$ cat src/rtl/mem_port_arbiter.sv
// Arbitrates one instruction-fetch port and one load/store port onto a single RAM port.
// Loads/stores win by default; a starve counter caps consecutive data grants while a fetch waits.
module mem_port_arbiter #(
    parameter int unsigned WORD_ADDR_BITS = 32,
    parameter int unsigned STARVE_MAX     = 4
) (
    input  logic                      clock,
    input  logic                      reset,
    input  logic                      if_req,
    input  logic [WORD_ADDR_BITS-1:0] if_addr,
    output logic                      if_done,
    output logic [31:0]               if_rdata,
    input  logic                      mem_req,
    input  logic                      mem_we,
    input  logic [1:0]                mem_ls_bit,
    input  logic [WORD_ADDR_BITS-1:0] mem_addr,
    input  logic [31:0]               mem_wdata,
    output logic                      mem_done,
    output logic [31:0]               mem_rdata,
    output logic                      mem_misalign,
    output logic                      stall_if,
    output logic                      stall_mem,
    output logic                      ram_req,
    output logic                      ram_we,
    output logic [WORD_ADDR_BITS-1:0] ram_addr,
    output logic [3:0]                ram_be,
    output logic [31:0]               ram_wdata,
    input  logic                      ram_ready,
    input  logic [31:0]               ram_rdata
);

    typedef enum logic [1:0] {StIdle, StServeIf, StServeMem, StReject} state_e;

    localparam logic [2:0] StarveMax = 3'(STARVE_MAX);

    state_e                    state_q, state_d;
    logic [2:0]                starve_q, starve_d;
    logic                      ram_we_q, ram_we_d;
    logic [WORD_ADDR_BITS-1:0] ram_addr_q, ram_addr_d;
    logic [3:0]                ram_be_q, ram_be_d;
    logic [31:0]               ram_wdata_q, ram_wdata_d;
    logic [31:0]               if_rdata_q, mem_rdata_q;

    logic        misaligned;
    logic [3:0]  mem_be;
    logic [31:0] mem_wrep;
    logic        mem_win;
    logic        unused_if_lsb;

    assign unused_if_lsb = ^if_addr[1:0];

    // Size decode; the reserved size 11 behaves as a word.
    always_comb begin
        misaligned = 1'b0;
        mem_be     = 4'b1111;
        mem_wrep   = mem_wdata;
        case (mem_ls_bit)
            2'b01: begin
                misaligned = mem_addr[0];
                mem_be     = mem_addr[1] ? 4'b1100 : 4'b0011;
                mem_wrep   = {2{mem_wdata[15:0]}};
            end
            2'b10: begin
                mem_be   = 4'b0001 << mem_addr[1:0];
                mem_wrep = {4{mem_wdata[7:0]}};
            end
            default: misaligned = (mem_addr[1:0] != 2'b00);
        endcase
    end

    // Data port yields only when a fetch is waiting and the starve limit is reached.
    assign mem_win = mem_req && !(if_req && (starve_q == StarveMax));

    always_comb begin
        state_d     = state_q;
        starve_d    = starve_q;
        ram_we_d    = ram_we_q;
        ram_addr_d  = ram_addr_q;
        ram_be_d    = ram_be_q;
        ram_wdata_d = ram_wdata_q;
        unique case (state_q)
            StIdle: begin
                if (mem_win) begin
                    if (misaligned) begin
                        state_d = StReject;
                    end else begin
                        state_d     = StServeMem;
                        ram_we_d    = mem_we;
                        ram_addr_d  = {mem_addr[WORD_ADDR_BITS-1:2], 2'b00};
                        ram_be_d    = mem_be;
                        ram_wdata_d = mem_wrep & {{8{mem_be[3]}}, {8{mem_be[2]}},
                                                  {8{mem_be[1]}}, {8{mem_be[0]}}};
                        if (if_req && (starve_q < StarveMax)) starve_d = starve_q + 3'd1;
                    end
                end else if (if_req) begin
                    state_d     = StServeIf;
                    ram_we_d    = 1'b0;
                    ram_addr_d  = {if_addr[WORD_ADDR_BITS-1:2], 2'b00};
                    ram_be_d    = 4'b1111;
                    ram_wdata_d = '0;
                    starve_d    = '0;
                end
            end
            StServeIf, StServeMem: begin
                if (ram_ready) state_d = StIdle;
            end
            StReject: state_d = StIdle;
            default:  state_d = StIdle;
        endcase
    end

    // Done pulses are suppressed during reset so an abandoned access never completes.
    assign if_done      = reset && (state_q == StServeIf) && ram_ready;
    assign mem_done     = reset && (state_q == StServeMem) && ram_ready;
    assign mem_misalign = (state_q == StReject);
    assign ram_req      = (state_q == StServeIf) || (state_q == StServeMem);
    assign ram_we       = ram_req && ram_we_q;
    assign ram_addr     = ram_addr_q;
    assign ram_be       = ram_be_q;
    assign ram_wdata    = ram_wdata_q;
    assign if_rdata     = if_done ? ram_rdata : if_rdata_q;
    assign mem_rdata    = mem_done ? ram_rdata : mem_rdata_q;
    assign stall_if     = if_req && !if_done;
    assign stall_mem    = mem_req && !(mem_done || mem_misalign);

    always_ff @(posedge clock) begin
        if (!reset) begin
            state_q     <= StIdle;
            starve_q    <= '0;
            ram_we_q    <= 1'b0;
            ram_addr_q  <= '0;
            ram_be_q    <= '0;
            ram_wdata_q <= '0;
            if_rdata_q  <= '0;
            mem_rdata_q <= '0;
        end else begin
            state_q     <= state_d;
            starve_q    <= starve_d;
            ram_we_q    <= ram_we_d;
            ram_addr_q  <= ram_addr_d;
            ram_be_q    <= ram_be_d;
            ram_wdata_q <= ram_wdata_d;
            if_rdata_q  <= if_rdata;
            mem_rdata_q <= mem_rdata;
        end
    end

endmodule

$ cat config.mk
export PLATFORM = sky130hd
export DESIGN_NAME = mem_port_arbiter
export DESIGN_NICKNAME = d
export VERILOG_FILES = /design/src/rtl/mem_port_arbiter.sv
export SDC_FILE = /design/constraint.sdc
export NUM_CORES = 1
export LEC_CHECK = 0
export ABC_AREA = 1
export CORE_MARGIN = 2
export CORE_UTILIZATION = 35
export DETAILED_ROUTE_END_ITERATION = 8
export PLACE_DENSITY = 0.72
export SLEW_MARGIN = 20
export SYNTH_ARGS = -nofsm -noshare
export SYNTH_HDL_FRONTEND = slang
export SYNTH_SLANG_ARGS = --single-unit
export TNS_END_PERCENT = 50
$ cat constraint.sdc
create_clock -name clock -period 1.8 [get_ports clock]
set_input_delay 0.36 -clock clock [delete_from_list [all_inputs] [get_ports clock]]
set_output_delay 0.36 -clock clock [all_outputs]
set_load 0.1 [all_outputs]
==> reports/metrics.csv <==
metric;value;unit
CTS Hold Bufs;0;
max frequency;438.1;MHz
distinct cell type count after synthesis;22;
setup ws final;-482.8;ps
FF-to-FF path depth;11;
max-cap viol count;0;
LEAKAGE;6.720;nW
Mapped Area;7381;sq um
initial antenna violation count;0;
number of fill cells in the layout;1639;
HP Start;reset;
core box area;20890;sq um
starting density of the core;35.33;%
routing usage on met1;26.02;%
Initial DRT Pass Iterations;5;
layout cells sized above 1;34.80;%
Min Clock Period, post-route;2283;ps
outcome;complete, but fails checks;
DR iter-0 viols;346;
Syn Area/Cell;6.266;sq um
n_diodes;0;
Hold WC Path Type;in -> reg;
GPL Wtd Cong;0.9386;
FF-to-FF Start;state_q[1]$_SDFFE_PN0P_;
Critical Path End Type;output port;
clock slew at reported path FFs;60;ps
post-synthesis instance total;1178;
DIE WIDTH;149.2;microns
Most Crowded Layer GR;met2;
unrepaired setup endpoints after global routing;yes;
hold-critical path depth;4;
failing checks;negative setup slack;
DR vias;8437;
pin count of the biggest net entering global routing;48;
final WL;25620;microns
Ports;275;
number of global-route vias before repair;7919;
Worst Path Max Fanout;11;
Ys Warns;0;
Synth area leaders;dfxtp_1, nand2_1, inv_1;
Synth area leader;dfxtp_1;
Crit Path Class;reg -> out;
gr usage total;21.89;%
Req. time, crit path;1440;ps
Std-Cell Rows;53;
CTS sink count;136;
setup_tns;-29510;ps
Storage cell area;2730;sq um
Layout Nets;1698;
dpl hpwl;18320;microns
H-tree levels;4;
synth-to-layout area growth;94.47;%
Die H;149.2;microns
die area;22270;sq um
CTS tree;yes;
root buffer cell;clkbuf_16;
multi-input logic area;4345;sq um
cts bufs inserted;17;
synthesis-stage register bit count;136;
vias per cell;4.583;
number of I/O port buffers;270;
Tcrit/Tclk final;126.8;%
Synth top area share;36.89;%
worst hold margin;490.5;ps
commonest non-fill, non-tap cell in the layout;nand2_1;
later-pin clock latency in the skew report;420;ps
Critical Path AT;1920;ps
global-route wire length before repair;39070;microns
Global Route met2 Usage;36.54;%
post-route ant nets;0;
most frequent cells in the layout;nand2_1, nor2_1, inv_1, buf_12, dfxtp_1;
max-slew violation count;0;
final setup fails;70;
Power per Cell Area;948.7;nW/um^2
gr ovfl total;0;
grt met3 use;7.982;%
drt wl/cell;13.92;microns
Fin. Hold Viols;0;
crit path launch type;register;
Seq/Total Area, Yosys;36.89;%
maximum vdd drop;682.1;uV
DRC;0;
Max clock buf depth;2;
Final Skew;10.54;ps
CP Launch Point;state_q[0]$_SDFFE_PN0P_;
## report_power, final
| part | switching, W | total (W) | leakage (nW) | internal (W) |
|---|---|---|---|---|
| combinational | 0.00411 | 0.00659 | 5.34 | 0.00248 |
| sequential | 0.000258 | 0.00357 | 1.11 | 0.00331 |
| clock | 0.00142 | 0.00347 | 0.269 | 0.00205 |
| total | 0.00579 | 0.0136 | 6.72 | 0.00783 |
## cell families (layout without fill, tap and decap cells)
group / Yosys count / after routing / share of synthesized area, %
and+or+nand+nor: 591 / 591 / 33.65
buffers and inverters: 291 / 678 / 15.53
AOI/OAI and AO/OA: 150 / 150 / 12.36
DFF: 136 / 136 / 36.89
adders and majority gates: 9 / 9 / 1.526
other: 1 / 2 / 0.05081
## Yosys cell counts
| library cell | number |
|---|---|
| nand2_1 | 307 |
| nand3_1 | 58 |
| nand2_4 | 2 |
| buf_4 | 2 |
| a21oi_1 | 70 |
| nand2_2 | 2 |
| o21ai_0 | 15 |
| inv_2 | 1 |
| conb_1 | 1 |
| clkbuf_1 | 35 |
| buf_1 | 11 |
| inv_1 | 220 |
| dfxtp_1 | 136 |
| a211oi_1 | 64 |
| a31oi_1 | 1 |
| nand4_1 | 2 |
| buf_6 | 3 |
| or2_2 | 64 |
| buf_2 | 19 |
| ha_1 | 9 |
| nand3b_1 | 2 |
| nor2_1 | 154 |
## per-layer routing
layer	wire [microns]	vias to the layer above
met5	0	-
met4	527	0
met3	2052	32
met2	12440	284
met1	10600	3798
li1	-	4323
## repair_timing
action / 4_1_cts / 5_1_grt
cloned: 0 / 6
pin swaps: 1 / 1
setup buffers: 2 / 29
endpoints found under the setup margin: 80 / 134
gates resized for setup: 70 / 29
## critical path: stages, from the launching register on
cell	delay [ps]
dfxtp_4	380
inv_4	40
ha_4	150
nand3_4	90
inv_8	70
buf_12	140
or2_2	300
inv_2	100
a21oi_4	40
buf_12	170
## cell type report
type | instances | share of cell area (%)
multi-input combinational | 752 | 30.27
sequential | 136 | 19.02
clock inverter | 14 | 1.055
tap | 275 | 2.397
clock buffer | 18 | 2.990
timing repair buffer | 425 | 38.29
inverter | 221 | 5.971
## flip-flops by register name, summed over array words and instances (netlist names)
signal / count
if_rdata_q: 32
mem_rdata_q: 32
ram_addr: 30
ram_be: 4
ram_wdata: 32
ram_we_q: 1
starve_q: 3
state_q: 2
## final timing paths
kind / end / slack (ps)
worst max register to register: if_rdata_q[0]$_SDFF_PN0_ / 90
worst max-delay path: mem_rdata[20] / -480
worst min register to register: state_q[1]$_SDFFE_PN0P_ / 510
worst min-delay path: ram_addr[4]$_SDFFE_PN0P_ / 490
## stage by stage
| stage | power [W] | utilization [%] | area (sq um) | std cells | setup WS, ps |
|---|---|---|---|---|---|
| final | 0.01362 | 68.72 | 14350 | 1841 | -482.8 |
| after global routing | 0.01422 | 68.72 | 14350 | 1841 | -549.4 |
| after CTS | 0.01359 | 66.52 | 13900 | 1806 | -495.0 |
| after detailed placement | 0.01001 | 63.56 | 13280 | 1772 | -475.2 |
| after global placement | 0.009934 | 63.56 | 13280 | 1772 | -483.9 |
| after floorplan | 0.007561 | - | 8329 | 1179 | -148.0 |
No activity file was read; power rests on OpenSTA's default activity.
==> RTL change 1 (config.mk and constraints unchanged) <==
Re-encode `state_e` (4 states) as one-hot, 4 bits wide.
--- a/src/rtl/mem_port_arbiter.sv
+++ b/src/rtl/mem_port_arbiter.sv
@@ -31,3 +31,3 @@
 
-    typedef enum logic [1:0] {StIdle, StServeIf, StServeMem, StReject} state_e;
+    typedef enum logic [3:0] {StIdle = 4'b0001, StServeIf = 4'b0010, StServeMem = 4'b0100, StReject = 4'b1000} state_e;
 
Formal check against the unedited RTL: same outputs for any inputs over 4 cycles, from zero or initial values and one cycle with reset low; so few cycles prove little.
==> RTL change 1 against the unedited design <==
  * The run still ends with setup timing left
  * Area after synthesis shrank 6.1%
  * Clock skew grew 0.00086 ns
  * Routed wire length shrank 0.86%
  * Power shrank 11%
  * Die area shrank 5.9%
  * Sequential cell count grew 2
  * Hold slack lost 0.020 ns
  * First-iteration DRC count shrank 7.8%
  * Core utilization grew 3.1 points
  * Count of clock-buffer cells in the layout is the same
  * Design area shrank 2.6%
  * Global-route usage grew 2.0 points
  * Setup slack gained 0.11 ns
  * Highest routed layer unchanged
==> RTL change 1: results <==
timing:
  layout_setup_ws_ns: -0.375
  skew_ns: 0.0114
  setup_viol: 73
hold_path:
  min_from: "ram_we_q"
  hold_end: "ram_we_q"
  whs_path_depth: 2
  min-delay-path-class: "register to register"
outcome:
  status: "complete, but fails checks"
  violations: "setup timing"
clock_tree:
  clk_latency_ns: 0.43
  cts_inserted_buffers: 17
  root_buffer: "clkbuf_16"
  cts_buffer_depth: 2
  htreeDepth: 4
  clk_pin_slew_ns: 0.06
global_route:
  grt_usage_pct: 23.9
  grt_pass1_vias: 7946
  antenna_found_initial: 1
  grt_use_met1_pct: 26.5
  grt_max_degree: 38
  grt_pass1_wl_um: 39200
  gr-usage-met2_pct: 41.8
  use_met3_pct: 8.42
power_and_ir_drop:
  leakage_uw: 0.00605
  ir_drop_mv: 0.657
  p_int_uw: 7390
placement:
  placed_area_sq_um: 12900
  numPortBuffers: 270
  finalWeightedCongestion: 0.960
  post-dp-hpwl_um: 18600
finish:
  drive_above_1_share_pct: 34.7
  nNetsFinal: 1572
  stdcell_count: 1710
  fillers: 1435
synth:
  synth_xor_xnor_area_share_pct: 0
  yosys_warnings: 0
  ys_seq_area_share_pct: 39.8
  ys_async_sr_fraction_pct: 0
  synth.area.top_cells: "dfxtp_1 40%, nand2_1 18%, inv_1 10%"
  synthDistinctLibCells: 26
  muxShareOfSynthArea_pct: 0
  synthTopCellsByCount: "333 x nand2_1, 188 x inv_1, 138 x dfxtp_1, 103 x a21oi_1, 92 x nor2_1"
  synth_compound_area_share_pct: 16.3
  yosys.area_share.adder_pct: 0.902
  syn_inst: 1078
drt:
  wl_um: 25400
  drt-vias-per-instance: 4.72
  drt_pass1_iterations: 7
  drt_iter0_drc: 319
setup_path:
  cp_max_fo: 19
  cp_data_arrival_time_ns: 1.82
  critPathTopFamily: "buffers and inverters"
  r2r_end: "ram_wdata[9]"
  critPathMaxStageDelay_ns: 0.38
  cp_slowest_cell: "dfxtp_4"
  reg2reg_slack_ns: 0.09
  reg2reg_depth: 10
  r2r_start: "state_q[2]"
-- RTL change 1: timing repair --
| item | in CTS | in global routing |
|---|---|---|
| hold endpoints to repair | 0 | 0 |
| endpoints found under the setup margin | 124 | 135 |
| pin swaps | 2 | 4 |
| buffers inserted | 8 | 4 |
| gates cloned | 2 | 4 |
| gates resized for setup | 69 | 86 |
-- RTL change 1: through the flow --
step | setup slack, ns | hold slack [ns] | setup TNS, ns
2_1_floorplan | -0.0776 | 0.441 | -3.40
3_3_place_gp | -0.493 | 0.450 | -60.82
3_5_place_dp | -0.518 | 0.467 | -65.30
4_1_cts | -0.384 | 0.477 | -24.33
5_1_grt | -0.450 | 0.510 | -30.56
6_report | -0.375 | 0.471 | -22.65
-- RTL change 1: worst reg2reg max path: stages, from the launching register on --
cell and delay [ns]:
dfxtp_4 0.34, buf_4 0.14, nor2_4 0.11, buf_4 0.13, buf_6 0.11, nand2_1 0.12
nor2_4 0.14, nand2_4 0.11, buf_4 0.19, nor2_1 0.17, nor2_1 0.06
-- RTL change 1: worst max path at each step --
stage	from	end	cells after the start
5_1_grt	state_q[2]	mem_rdata[26]	9
6_report	state_q[1]	if_rdata[3]	8
3_3_place_gp	mem_ls_bit[0]	ram_wdata[9]	10
3_5_place_dp	mem_ls_bit[0]	ram_wdata[10]	12
2_1_floorplan	state_q[1]	mem_rdata[10]	6
4_1_cts	state_q[2]	if_rdata[7]	8
-- RTL change 1: area by class of cell --
cell class	count	area, sq um	area share (%)
multi-input combinational	687	4170	29.8
clock buffer	18	429	3.07
inverter	190	739	5.29
sequential	138	2780	19.9
timing repair inverter	1	8.76	0.0626
antenna	2	5.00	0.0358
tap	265	332	2.37
clock inverter	13	171	1.23
timing repair buffer	396	5350	38.3
-- RTL change 1: power groups by stage --
stage                     logic (uW)  clock network [uW]  registers [uW]
after floorplan                 1410                   0            5040
after global placement          4840                   0            3630
after detailed placement        4880                   0            3640
after CTS                       4940                3670            3590
after global routing            5250                3780            3610
final                           4980                3590            3580
-- RTL change 1: per-layer routing --
metal	routed length, um	part of all wire [%]
met3	2000	7.9
met1	9760	38
met2	12900	51
met4	695	2.7
met5	0	0
-- RTL change 1: cell families after synthesis --
logic type	count (synthesis)
flops	138
other cells	1
simple gates	487
fa+ha+maj	5
buf+inv	254
compound gates	193
==> RTL change 2 (same flow settings) <==
Made on the original files. Set the parameter `WORD_ADDR_BITS` to 48 (it was 32).
--- a/src/rtl/mem_port_arbiter.sv
+++ b/src/rtl/mem_port_arbiter.sv
@@ -3,3 +3,3 @@
 module mem_port_arbiter #(
-    parameter int unsigned WORD_ADDR_BITS = 32,
+    parameter int unsigned WORD_ADDR_BITS = 48,
     parameter int unsigned STARVE_MAX     = 4
Ports: changed (resized if_addr, mem_addr and ram_addr); port bits go from 275 to 323. The function was not compared with the original's and may differ.
==> RTL change 2 against the unedited design <==
  * Sequential share of layout area down 0.27 points
  * Area after synthesis up 11%
  * Clock skew up 0.0064 ns
  * Power up 12%
  * Setup slack worse by 0.0043 ns
  * The run still ends with setup timing left
  * Sequential cell count up 16
  * Global-route usage up 0.83 points
  * Maximum frequency down 0.19%
  * Routed wire length up 17%
  * Design area up 13%
==> RTL change 2: results <==
global_route:
  grt_pass1_wl_um: 44500
  antenna_found_initial: 3
  grt_pass1_vias: 9030
  grt_max_degree: 86
  grt_usage_pct: 22.7
setup_path:
  critPathTopFamily: "buffers and inverters"
  cp_max_fo: 15
  cp_slowest_cell: "dfxtp_4"
  reg2reg_slack_ns: 0
  critPathMaxStageDelay_ns: 0.38
  reg2reg_depth: 10
timing:
  skew_ns: 0.0170
  layout_setup_ws_ns: -0.487
  max_slew.worst_pin.slew_ns: 0.893
  setup_viol: 71
  fin_tns_setup_ns: -28.72
  hold_ws_ns: 0.415
clock_tree:
  clk_pin_slew_ns: 0.06
  cts_inserted_buffers: 17
  clk_latency_ns: 0.42
  cts_buffer_depth: 2
  root_buffer: "clkbuf_16"
  htreeDepth: 4
flow_run:
  drv_cap: 0
synth:
  synth.area.top_cells: "dfxtp_1 37%, nand2_1 17%, inv_1 11%"
  yosys.area_share.adder_pct: 1.37
  synth_flop_cell: "dfxtp_1"
  synthTopCellsByCount: "381 x nand2_1, 235 x inv_1, 188 x nor2_1, 152 x dfxtp_1, 70 x a21oi_1"
  synth_xor_xnor_area_share_pct: 0
  muxShareOfSynthArea_pct: 0
  yosys_warnings: 0
  ys_seq_area_share_pct: 37.1
  ys_async_sr_fraction_pct: 0
  synth_compound_area_share_pct: 11.2
drt:
  drt_pass1_iterations: 7
  num_vias: 9622
  drt_iter0_drc: 562
  wl_per_cell_um: 14.2
finish:
  fillers: 1814
  nNetsFinal: 1944
  drive_above_1_share_pct: 32.9
placement:
  numPortBuffers: 318
  post-dp-hpwl_um: 20800
  finalWeightedCongestion: 0.893
power_and_ir_drop:
  leakage_uw: 0.00763
  ir_drop_mv: 0.630
hold_path:
  whs_path_depth: 4
  min-delay-path-class: "input pin to register"
outcome:
  violations: "setup timing"
  status: "complete, but fails checks"
## RTL change 2: per-layer routing
metal / track usage, % / routed length [um] / vias to the layer above
met5: 0 / 13 / -
met4: 8.66 / 1030 / 2
met3: 7.32 / 2400 / 71
met2: 40.0 / 14900 / 347
met1: 25.6 / 11600 / 4315
li1: - / - / 4887
## RTL change 2: worst paths after layout
| kind | startpoint | to |
|---|---|---|
| worst min register to register | ram_we_q | ram_we_q |
| worst max register to register | state_q[1] | if_rdata_q[13] |
| worst min-delay path | reset | state_q[1] |
| worst max-delay path | state_q[0] | mem_rdata[6] |
## RTL change 2: layout make-up
class                      count  share of cell area (%)
sequential                   152                    18.7
multi-input combinational    862                    29.8
timing repair buffer         497                    39.7
tap                          319                    2.45
clock inverter                11                   0.754
clock buffer                  21                    2.77
inverter                     237                    5.79
antenna                        2                  0.0308
## RTL change 2: logic make-up (layout without fill, tap and decap cells)
kind of cell	Yosys count	count (layout)
other	1	4
buffers and inverters	316	766
adder cells (fa/ha/maj)	9	9
AND/OR/NAND/NOR	699	700
AO/OA/AOI/OAI	151	151
flip-flops	152	152
## RTL change 2: repair_timing
action / in CTS / in global routing
pin swaps: 3 / 5
buffers inserted: 34 / 17
resized for setup: 121 / 29
setup endpoints to repair: 72 / 155
cloned: 2 / 7
## RTL change 2: worst reg2reg max path, stage by stage, from the launching register on
cell	delay, ns
dfxtp_4	0.36
inv_4	0.07
ha_4	0.14
nand3_4	0.10
inv_8	0.13
buf_12	0.15
or2_2	0.12
inv_2	0.04
buf_4	0.12
buf_4	0.12
a211oi_1	0.32
## RTL change 2: stage by stage
step                      setup WS (ns)  instance area [sq um]  std cells  util (%)
after floorplan                  -0.186                   9120       1329         -
after global placement           -0.414                  14800       2008      63.6
after detailed placement         -0.485                  14800       2008      63.6
after CTS                        -0.495                  15900       2076      68.3
after global routing             -0.557                  16300       2101      69.9
final                            -0.487                  16300       2101      69.9
## RTL change 2: where the power goes
group / internal [uW] / total [uW] / switching, uW
Clock: 2080 / 3550 / 1470
Combinational: 2930 / 7680 / 4750
Sequential: 3710 / 4040 / 329
